`src/rtl/cam_pkg.sv`:
```
// -----------------------------------------------------------------------------
// cam_pkg
// Shared constants and types for the CAM lookup controller slice.
//   KW / DW / AW / DEPTH : key width, data width, address width, entry count
//   CAM_LAT_DEF          : default CAM search latency in cycles
//   ST_*                 : controller FSM state encoding
//   rsp_flags_t          : response flag bundle (hit / learned / full)
// -----------------------------------------------------------------------------
package cam_pkg;

    localparam int KW          = 16;
    localparam int DW          = 16;
    localparam int AW          = 4;
    localparam int DEPTH       = 16;
    localparam int CAM_LAT_DEF = 2;

    localparam logic [1:0] ST_IDLE   = 2'd0;
    localparam logic [1:0] ST_SEARCH = 2'd1;
    localparam logic [1:0] ST_WRITE  = 2'd2;
    localparam logic [1:0] ST_RESP   = 2'd3;

    typedef struct packed {
        logic hit;
        logic learned;
        logic full;
    } rsp_flags_t;

    localparam rsp_flags_t RSP_FLAGS_NONE = '{hit: 1'b0, learned: 1'b0, full: 1'b0};

endpackage

```
`src/rtl/cam_lat_timer.sv`:
```
// -----------------------------------------------------------------------------
// cam_lat_timer
// Down-counter that paces the CAM search. Loaded with CAM_LAT when a request
// is accepted, counts down while 'run' is high, and raises 'expire' in the
// cycle where the count has reached zero (CAM outputs are then valid).
//   clk, rst_n : clock, asynchronous active-low reset
//   load       : load CAM_LAT into the counter
//   run        : count down (controller is in SEARCH)
//   expire     : combinational, run && count == 0
// -----------------------------------------------------------------------------
module cam_lat_timer #(
    parameter int CAM_LAT = 2
) (
    input  logic clk,
    input  logic rst_n,
    input  logic load,
    input  logic run,
    output logic expire
);

    localparam int CW = (CAM_LAT < 2) ? 1 : $clog2(CAM_LAT + 1);

    logic [CW-1:0] cnt;

    // NOTE: sequential state is updated with non-blocking assignments so every
    // flop samples pre-edge values, regardless of block evaluation order.
    always_ff @(posedge clk or negedge rst_n) begin
        if (!rst_n) begin
            cnt <= '0;
        end else if (load) begin
            cnt <= CW'(CAM_LAT);
        end else if (run && (cnt != '0)) begin
            cnt <= cnt - CW'(1);
        end
    end

    assign expire = run && (cnt == '0);

endmodule

```
`src/rtl/cam_lookup_ctrl.sv`:
```
// -----------------------------------------------------------------------------
// cam_lookup_ctrl
// Initiator-side controller for a 16-entry CAM. Accepts a lookup on a
// valid/ready request port, drives the CAM search, optionally learns the key
// on a miss (sequential slot fill), and returns the result on a valid/ready
// response port.
//   Request  : req_valid/req_ready, req_key, req_data, req_learn
//   Response : rsp_valid/rsp_ready, rsp_hit, rsp_learned, rsp_full,
//              rsp_addr, rsp_data
//   CAM side : cam_enable, wr, cam_data_in, data_in (out);
//              cam_hit_out, cam_addr_out, data_out (in)
//   Status   : entry_count (entries written, 0..DEPTH)
// -----------------------------------------------------------------------------
module cam_lookup_ctrl
    import cam_pkg::*;
#(
    parameter int KW      = cam_pkg::KW,
    parameter int DW      = cam_pkg::DW,
    parameter int AW      = cam_pkg::AW,
    parameter int DEPTH   = cam_pkg::DEPTH,
    parameter int CAM_LAT = cam_pkg::CAM_LAT_DEF
) (
    input  logic          clk,
    input  logic          rst_n,
    input  logic          req_valid,
    output logic          req_ready,
    input  logic [KW-1:0] req_key,
    input  logic [DW-1:0] req_data,
    input  logic          req_learn,
    output logic          rsp_valid,
    input  logic          rsp_ready,
    output logic          rsp_hit,
    output logic          rsp_learned,
    output logic          rsp_full,
    output logic [AW-1:0] rsp_addr,
    output logic [DW-1:0] rsp_data,
    output logic          cam_enable,
    output logic          wr,
    output logic [KW-1:0] cam_data_in,
    output logic [DW-1:0] data_in,
    input  logic          cam_hit_out,
    input  logic [AW-1:0] cam_addr_out,
    input  logic [DW-1:0] data_out,
    output logic [AW:0]   entry_count
);

    localparam logic [AW:0] FULL_COUNT = (AW + 1)'(DEPTH);

    logic [1:0]    state;
    logic          init_q;     // low until the first edge after reset release
    logic [KW-1:0] key_q;
    logic [DW-1:0] data_q;
    logic          learn_q;
    rsp_flags_t    rsp_flags;
    logic          accept;
    logic          lat_expire;
    logic          cam_full;

    assign req_ready   = (state == ST_IDLE) && init_q;
    assign accept      = req_ready && req_valid;
    assign cam_full    = (entry_count == FULL_COUNT);

    // The CAM pins come straight from the registered request copies, so they
    // hold their last value once the controller leaves SEARCH/WRITE.
    assign cam_enable  = (state == ST_SEARCH) || (state == ST_WRITE);
    assign wr          = (state == ST_WRITE);
    assign cam_data_in = key_q;
    assign data_in     = data_q;

    assign rsp_hit     = rsp_flags.hit;
    assign rsp_learned = rsp_flags.learned;
    assign rsp_full    = rsp_flags.full;

    cam_lat_timer #(
        .CAM_LAT (CAM_LAT)
    ) u_lat_timer (
        .clk    (clk),
        .rst_n  (rst_n),
        .load   (accept),
        .run    (state == ST_SEARCH),
        .expire (lat_expire)
    );

    // NOTE: every register here, including the response and key holding
    // registers, is in the async reset so all outputs read 0 while rst_n is low
    // and wr (decoded from state) drops the moment reset asserts.
    always_ff @(posedge clk or negedge rst_n) begin
        if (!rst_n) begin
            state       <= ST_IDLE;
            init_q      <= 1'b0;
            key_q       <= '0;
            data_q      <= '0;
            learn_q     <= 1'b0;
            entry_count <= '0;
            rsp_valid   <= 1'b0;
            rsp_flags   <= RSP_FLAGS_NONE;
            rsp_addr    <= '0;
            rsp_data    <= '0;
        end else begin
            init_q <= 1'b1;
            case (state)
                ST_IDLE: begin
                    if (accept) begin
                        key_q   <= req_key;
                        data_q  <= req_data;
                        learn_q <= req_learn;
                        state   <= ST_SEARCH;
                    end
                end

                ST_SEARCH: begin
                    if (lat_expire) begin
                        if (cam_hit_out) begin
                            // Existing key wins over learn: no duplicate entries.
                            rsp_flags <= '{hit: 1'b1, learned: 1'b0, full: 1'b0};
                            rsp_addr  <= cam_addr_out;
                            rsp_data  <= data_out;
                            rsp_valid <= 1'b1;
                            state     <= ST_RESP;
                        end else if (learn_q && !cam_full) begin
                            state <= ST_WRITE;
                        end else begin
                            // Plain miss, or learn refused because the CAM is full.
                            rsp_flags <= '{hit: 1'b0, learned: 1'b0, full: learn_q};
                            rsp_addr  <= '0;
                            rsp_data  <= '0;
                            rsp_valid <= 1'b1;
                            state     <= ST_RESP;
                        end
                    end
                end

                ST_WRITE: begin
                    // The CAM fills slots in order, so the slot just written is
                    // the pre-increment entry count.
                    entry_count <= entry_count + (AW + 1)'(1);
                    rsp_flags   <= '{hit: 1'b0, learned: 1'b1, full: 1'b0};
                    rsp_addr    <= entry_count[AW-1:0];
                    rsp_data    <= data_q;
                    rsp_valid   <= 1'b1;
                    state       <= ST_RESP;
                end

                ST_RESP: begin
                    if (rsp_ready) begin
                        rsp_valid <= 1'b0;
                        state     <= ST_IDLE;
                    end
                end

                default: state <= ST_IDLE;
            endcase
        end
    end

endmodule

```
`config.mk`:
```
export PLATFORM = sky130hd
export DESIGN_NAME = cam_lookup_ctrl
export DESIGN_NICKNAME = d
export VERILOG_FILES = /design/src/rtl/cam_pkg.sv /design/src/rtl/cam_lat_timer.sv /design/src/rtl/cam_lookup_ctrl.sv
export SDC_FILE = /design/constraint.sdc
export NUM_CORES = 1
export LEC_CHECK = 0
export CAP_MARGIN = 15
export CELL_PAD_IN_SITES_DETAIL_PLACEMENT = 0
export CELL_PAD_IN_SITES_GLOBAL_PLACEMENT = 2
export CORE_UTILIZATION = 43
export DETAILED_ROUTE_END_ITERATION = 6
export DONT_BUFFER_PORTS = 1
export GPL_TIMING_DRIVEN = 0
export PLACE_DENSITY = 0.87
export SLEW_MARGIN = 25
export SYNTH_ARGS = -nofsm -noshare
export SYNTH_HDL_FRONTEND = slang
export SYNTH_HIERARCHICAL = 1
export SYNTH_SLANG_ARGS = --single-unit
```
`constraint.sdc`:
```
create_clock -name clk -period 4.7 [get_ports clk]
set_clock_uncertainty 0.05 [all_clocks]
set_input_delay 0.94 -clock clk [delete_from_list [all_inputs] [get_ports clk]]
set_output_delay 0.94 -clock clk [all_outputs]
set_load 0.03 [all_outputs]
```
; Word-level counts from Yosys, hierarchy flattened
; Cells that the tools add are included.
[totals]
in_bits = 58
out_inout_bits = 64
register_bits = 67
[classes]
reduce_logical = 17
n_addsub = 2
mux = 25
n_eq_ne = 8
[ops]
columns = cell, count
row1 = $mux W16, 3
row2 = $pmux W16 S2, 1
row3 = $mux W4, 3
row4 = $mux W2, 5
row5 = $mux W3, 3
row6 = $pmux W2 S4, 1
row7 = $pmux W4 S2, 1
row8 = $mux W1, 6
row9 = $ne A2 B2 Y1 const B, 3
row10 = $pmux W3 S2, 1
row11 = $reduce_and A3 Y1, 2
row12 = $reduce_bool A2 Y1, 3
row13 = $add A5 B1 Y5 const B, 1
row14 = $eq A5 B5 Y1 const B, 1
row15 = $logic_and A1 B1 Y1, 5
row16 = $eq A2 B2 Y1 const B, 2
row17 = $logic_not A2 Y1, 2
row18 = $reduce_and A4 Y1, 1
row19 = $ne A3 B3 Y1 const B, 1
row20 = $pmux W1 S3, 1
row21 = $reduce_bool A3 Y1, 1
row22 = $eq A2 B1 Y1 const B, 1
row23 = $reduce_and A2 Y1, 1
row24 = $sub A2 B1 Y2 const B, 1
row25 = 2 further kinds, 2

; Depth between registers and ports, before layout
; Gate-level depths: netlist of run 1.
[depth]
word_depth = 7
depth_mapped = 8

; Cells and area by module
; The synthesis of run 1 kept the hierarchy.
[modules_own_cells]
columns = mod, n_inst, seq_area_each_um2, cells_per_inst, area_per_inst_um2
row1 = cam_lookup_ctrl, 1, 1626.6, 200, 2847.7
row2 = cam_lat_timer, 1, 50.0, 13, 136.4

; Worst setup path before layout of run 1
; No wires, ideal clock.
[synth_path]
kind = input to register
start = input port cam_hit_out
end = register rsp_addr[0]
setup_time_ps = 125
arrival_ps = 1953
slack_ps = 2572
t_required_ps = 4525
path_stages = 4
path_cell_list = nor2b_1 a311oi_4 buf_6 mux2_2
[synth_between]
elab_chain_len = 3
[synth_lines]
columns = item, line
row1 = "start, declared", cam_lookup_ctrl.sv:41  ; input logic cam_hit_out,
row2 = $mux W4, cam_lookup_ctrl.sv:113  ; if (cam_hit_out) begin
row3 = $mux W4, cam_lookup_ctrl.sv:112  ; if (lat_expire) begin
row4 = $pmux W4 S2, cam_lookup_ctrl.sv:101  ; case (state)
row5 = "end signal, assigned", cam_lookup_ctrl.sv:116  ; rsp_addr <= cam_addr_out;
row6 = "end signal, assigned", cam_lookup_ctrl.sv:138  ; rsp_addr <= entry_count[AW-1:0];
row7 = "end, declared", cam_lookup_ctrl.sv:35  ; output logic [AW-1:0] rsp_addr,
; Parallel ways exist; a longest one is shown, timed or not. The select of a mux whose other input is x is not followed.
; A chain may end at the register's enable or synchronous reset.

; Final worst setup path of run 1
[layout_path]
start = register state[1]
end = output port req_ready
[layout_between]
elab_chain_len = 2
[layout_lines]
columns = item, line
row1 = "start, declared", cam_lookup_ctrl.sv:49  ; logic [1:0] state;
row2 = "start signal, assigned", cam_lookup_ctrl.sv:89  ; state <= ST_IDLE;
row3 = "start signal, assigned", cam_lookup_ctrl.sv:107  ; state <= ST_SEARCH;
row4 = "start signal, assigned", cam_lookup_ctrl.sv:119  ; state <= ST_RESP;
row5 = $logic_not A2 Y1, cam_lookup_ctrl.sv:59  ; assign req_ready = (state == ST_IDLE) && init_q;
row6 = $logic_and A1 B1 Y1, cam_lookup_ctrl.sv:59
row7 = "end, declared", cam_lookup_ctrl.sv:26  ; output logic req_ready,
; Every way passes these cells.

==> metrics.txt, run 1 <==
nets 289; met3 usage in global routing roughly 8.5%; switching share of power 45.5%; CTS root buffer clkbuf_8; startpoint types register; area of the multi-input gates 1220 µm²; post_cts resized 0; RSZ-0062 raised after global routing no; crit path capture type output port; setup TNS 0 ns; die height ~85 µm; DRC viols 0; Total Power 2.97 mW; switching pwr 1.35 mW; GRT Total Usage 18.0%; FMAX 0.410 GHz; dpl hpwl 4.33 mm; final instance area between 3000 and 4000 µm²; layout cells sized above 1 between 30% and 40%; ANT nets after route 0; n_diodes 0; status completed; Clock Tree Buf Depth 2; synth top area cells dfrtp_1, mux2_2, a22o_1; Yosys reg bits 67; Final Core Density 50.4%; Reg power frac 51.8%; number of max-cap violations 0; post-synth cell types 33; Top FF cell, synth dfrtp_1; CP Data Arrival Time 1.45 ns; register area share after synthesis 56.2%; period utilization ~52%; die width 85.3 µm; leading area contributor after synthesis dfrtp_1; final setup fails 0; initial antenna violation count 0; Finished Layout Cells 306; core box area roughly 6500 µm²; VDD IR max 445 µV; Post-synth EDFFs 0; DRT Pass-1 Iters 4; post-route setup slack 2.26 ns; CTS sink count 67; Clock transition at path regs 0.08 ns; power density over cell area approximately 900 nW/µm²; global-route wire length before repair 9.75 mm; P&R area growth vs syn 10.2%; fillers 581; LEAKAGE between 1.5 and 2 nW; placer congestion estimate 0.740; Fin. Hold Viols 0; starting DRC count in detailed routing 79; Post-Syn Area 2980 µm²; initial core utilization between 40% and 50%; Worst Path Required between 3 and 4 ns; I/O Buffers 0; Hold Crit Class input pin to async pin; most frequent cell after synthesis dfrtp_1; largest net degree at the start of global routing 68; # placed instances 290; Placed Area 3080 µm²; internal power 1.62 mW; CTS Buf Count 9; Rows 29; met1 usage 21.6%; fin crit period roughly 2.4 ns; grt met2 use 29.0%; H-tree depth 3; Max Slew Vio Count 0; drt wl/cell 20.1 µm; routed vias/inst 5.66; pre-CTS setup slack 2.30 ns; vias in the first global route 1835; Clock Latency Late Sink 0.33 ns; drt total wl 6.14 mm; Synth warnings 6; CTS tree done; Syn Inst Count 213; grt total ovfl 0; most frequent cells after synthesis dfrtp_1, mux2_2, a22o_1, inv_1; Net Count, Synth 278; Rel. slew slack ~62%; Post-CTS Setup Inserts 0; WHS 0.240 ns; Sequential Area 1680 µm²; Worst Tran Pin Value about 0.56 ns; Clk pwr share 16.7%; top-area cell type share of the netlist area 56.2%; Comb pwr share 31.5%; die area around 7300 µm²; I/O pin total 122; FFs w/ async S/R, synth 100%; GRT busiest layer met2; vias 1733; Worst Path Max Fanout 5; Hold Buf Count CTS 0; WS Path Type register to output port; Mapped Avg Cell Area 14.0 µm²
[state kept, by name (all words and copies together) (netlist names), 2 cells and up]
name,flops
state,2
entry_count,5
cam_data_in,16
rsp_addr,4
rsp_data,16
u_lat_timer/cnt,2
data_in,16
[critical path, cell delays in order, from the launching register on]
cell	delay, ns
dfrtp_1	0.42
inv_1	0.12
ha_1	0.22
and2_1	0.35
[power groups by stage]
| stage | Combinational, mW | Clock, mW | Sequential, mW |
|---|---|---|---|
| finish | 0.935 | 0.496 | 1.54 |
| global route | 1.03 | 0.535 | 1.58 |
| CTS | 0.951 | 0.512 | 1.55 |
| detailed placement | 0.950 | 0 | 1.55 |
| global placement | 0.922 | 0 | 1.55 |
| floorplan | 0.804 | 0 | 1.48 |
[layer usage]
layer  part of all wire, %  routed length [µm]
met4                   1.2                  75
met3                   8.4                 517
met5                     0                   0
met1                    41                2530
met2                    49                3010
[worst paths after layout]
path	startpoint	endpoint	slack, ns	depth (start not counted)
setup / recovery	state[1]	req_ready	2.26	3
hold / removal	rst_n	entry_count[4]	0.24	0
min in group clk	learn_q	learn_q	0.46	1
hold reg to reg	learn_q	learn_q	0.46	1
max in group asynchronous	rst_n	data_in[4]	4.24	0
setup reg to reg	state[1]	rsp_full	2.30	7
[kinds of logic after synthesis]
logic type | count (synthesis) | share of synthesized area (%)
xor+xnor | 4 | 1.17
buf+inv | 19 | 3.06
mux | 59 | 22.3
compound gates | 29 | 8.47
flops | 67 | 56.2
fa+ha+maj | 7 | 2.93
other cells | 1 | 0.126
simple gates | 27 | 5.74
[layout make-up]
class / count / area share (%)
sequential: 67 / 51.0
multi-input combinational: 127 / 37.0
clock buffer: 10 / 4.18
tap: 77 / 2.93
clock inverter: 6 / 2.17
buffer: 10 / 1.75
inverter: 9 / 1.03
[cells in the final DEF, fill, tap and decap left out, types with 2 or more instances in the layout]
cell | netlist | routed
mux2_2 | 55 | 55
inv_6 | 0 | 2
ha_1 | 7 | 7
dfrtp_1 | 67 | 67
inv_1 | 9 | 9
clkbuf_8 | 0 | 10
nor2_1 | 3 | 3
buf_2 | 4 | 4
nand4_1 | 2 | 2
mux2i_1 | 2 | 2
a22o_1 | 18 | 18
o21ai_0 | 3 | 3
clkinvlp_4 | 0 | 2
xnor2_1 | 3 | 3
nand2_1 | 8 | 8
nor2b_1 | 8 | 8
clkbuf_1 | 4 | 4
buf_6 | 2 | 2
Note: power is estimated with default switching activity, not from simulation.
==> run 2: changes to the inputs <==
--- a/config.mk
+++ b/config.mk
@@ -8,11 +8,11 @@
 export CAP_MARGIN = 15
 export CELL_PAD_IN_SITES_DETAIL_PLACEMENT = 0
 export CELL_PAD_IN_SITES_GLOBAL_PLACEMENT = 2
-export CORE_UTILIZATION = 43
+export CORE_UTILIZATION = 40
 export DETAILED_ROUTE_END_ITERATION = 6
 export DONT_BUFFER_PORTS = 1
 export GPL_TIMING_DRIVEN = 0
-export PLACE_DENSITY = 0.87
+export PLACE_DENSITY = 0.82
 export SLEW_MARGIN = 25
 export SYNTH_ARGS = -nofsm -noshare
 export SYNTH_HDL_FRONTEND = slang
==> constraint.sdc (replaced) <==
create_clock -name clk -period 2.5 [get_ports clk]
set_clock_uncertainty 0.05 [all_clocks]
set_input_delay 0.5 -clock clk [delete_from_list [all_inputs] [get_ports clk]]
set_output_delay 0.5 -clock clk [all_outputs]
set_load 0.03 [all_outputs]
==> run 2 against run 1 <==
Die area up 7.3%. First-iteration DRC count is 47% lower. Worst setup slack worse by 2.0 ns.
==> metrics.txt, run 2 (synthesis results as in run 1) <==
n_diodes 0; DRT Pass-1 Iters 4; CTS tree done; crit path launch state[1]; LEAKAGE 1.54 nW; die area a little under 8000 µm²; nets 292; Max Slew Vio Count 0; initial antenna violation count 0; Worst Tran Pin Value 0.524 ns; area of the multi-input gates 1220 µm²; startpoint types register; drt total wl 6.18 mm; CP most frequent cell inv_1; fin crit period around 2.3 ns; routed vias/inst 5.29; CTS Buf Count 9; R2R setup slack 0.23 ns; I/O Buffers 0; power density over cell area 1700 nW/µm²; setup TNS 0 ns; Clock Latency Late Sink 0.34 ns; commonest non-fill, non-tap cell in the layout dfrtp_1; final setup fails 0; VDD IR max around 630 µV; Total Power 5.75 mW; switching pwr 2.57 mW; DRC viols 0; vias 1752; placer congestion estimate 0.691; vias in the first global route roughly 1800; starting DRC count in detailed routing 42; Hold Path Origin req_data[11]; Max stage delay on crit path 0.47 ns; CP Data Arrival Time around 2.4 ns; final instance area approximately 3400 µm²; H-tree depth 3; Clock transition at path regs 0.08 ns; crit path capture type register; cells along the critical path inv_1, ha_1, inv_1, a311oi_4, buf_12, buf_6, mux2_2; most frequent cells in the layout dfrtp_1, mux2_2, a22o_1; ANT nets after route 0; global-route wire length before repair approximately 9.6 mm; Rows 31; Reg power frac 50.3%; P&R area growth vs syn 13.5%; Comb pwr share 32.6%; switching share of power 44.6%; Clock Tree Buf Depth 2; worst r2r src state[1]; WS Path Type register to register; I/O pin total approximately 120; largest net degree at the start of global routing between 60 and 70; CTS sink count 67; GRT Total Usage 17.0%; Clk pwr share 17.1%; Placed Area 3110 µm²; die width 88.4 µm; Rel. slew slack 65.0%; FMAX 0.440 GHz; initial core utilization 41.4%; layout cells sized above 1 36.2%; Worst path slowest cell ha_1; core box area 7210 µm²; dpl hpwl 4.35 mm; drt wl/cell 18.7 µm; Worst Path Required 2.67 ns; CTS root buffer clkbuf_8; fillers 673; number of max-cap violations 0; RSZ-0062 raised after global routing no; grt total ovfl 0; Worst Path Max Fanout 10; period utilization around 91%; Fin. Hold Viols 0; die height between 80 and 90 µm; internal power approximately 3.2 mW; Sequential Area 1680 µm²; status completed; Hold Crit Class input pin to register
[run 2: changes by cell type in the layout (fill, tap and decap cells not counted), sizes merged]
cell | previous run | this run
dlygate4sd3 | 0 | 1
clkinv | 1 | 3
inv | 11 | 9
bufinv | 1 | 2
buf | 6 | 8
clkinvlp | 2 | 1
[run 2: metal layers]
| metal | wire length, µm | global-route usage (%) | up-vias |
|---|---|---|---|
| met3 | 521 | 6.62 | 13 |
| met4 | 120 | 8.36 | 0 |
| met5 | 0 | 0 | - |
| met2 | 2970 | 25.6 | 74 |
| met1 | 2570 | 21.4 | 881 |
| li1 | - | - | 784 |
[run 2: final timing paths]
path	endpoint	cells past startpoint
hold reg to reg	learn_q	1
setup / recovery	rsp_addr[0]	7
setup reg to reg	rsp_addr[0]	7
min in group asynchronous	data_in[9]	2
hold / removal	data_in[11]	1
max in group asynchronous	rsp_data[15]	2
[run 2: power groups by stage]
stage / combinational (mW) / clock (mW) / sequential, mW
after floorplan: 1.51 / 0 / 2.78
after global routing: 2.07 / 1.06 / 2.97
final: 1.88 / 0.986 / 2.89
after detailed placement: 1.79 / 0 / 2.92
after global placement: 1.74 / 0 / 2.91
after CTS: 1.82 / 1.01 / 2.90
[run 2: layout make-up]
cell class                 count  share of cell area, %
sequential                    67                   49.5
buffer                        10                   1.70
tap                           99                   3.66
clock inverter                 6                   2.66
multi-input combinational    127                   36.0
clock buffer                  10                   3.77
inverter                       9                  0.998
timing repair buffer           3                   1.70
[run 2: stage by stage]
stage / worst slack [ns] / cells / utilization (%) / hold slack, ns
final: 0.226 / 331 / 46.9 / 0.254
after global routing: 0.0783 / 331 / 46.9 / 0.231
after CTS: 0.0618 / 330 / 46.6 / 0.234
after detailed placement: 0.0724 / 312 / 43.1 / 0.156
after global placement: 0.146 / 312 / 43.1 / 0.157
after floorplan: 0.443 / 213 / - / 0.154
[run 2: what timing repair did]
action,4_1_cts,5_1_grt
gates resized for setup,0,1
setup endpoints to repair,0,20
hold buffers,2,0
setup buffers,0,1
hold endpoints to repair,67,0
[run 2: worst max-delay path, delay by kind of cell, from the launching register on]
kind / cells / cell delay [ns]
compound gates: 1 / 0.33
fa+ha+maj: 1 / 0.47
buf+inv: 4 / 0.56
flops: 1 / 0.40
mux: 1 / 0.34
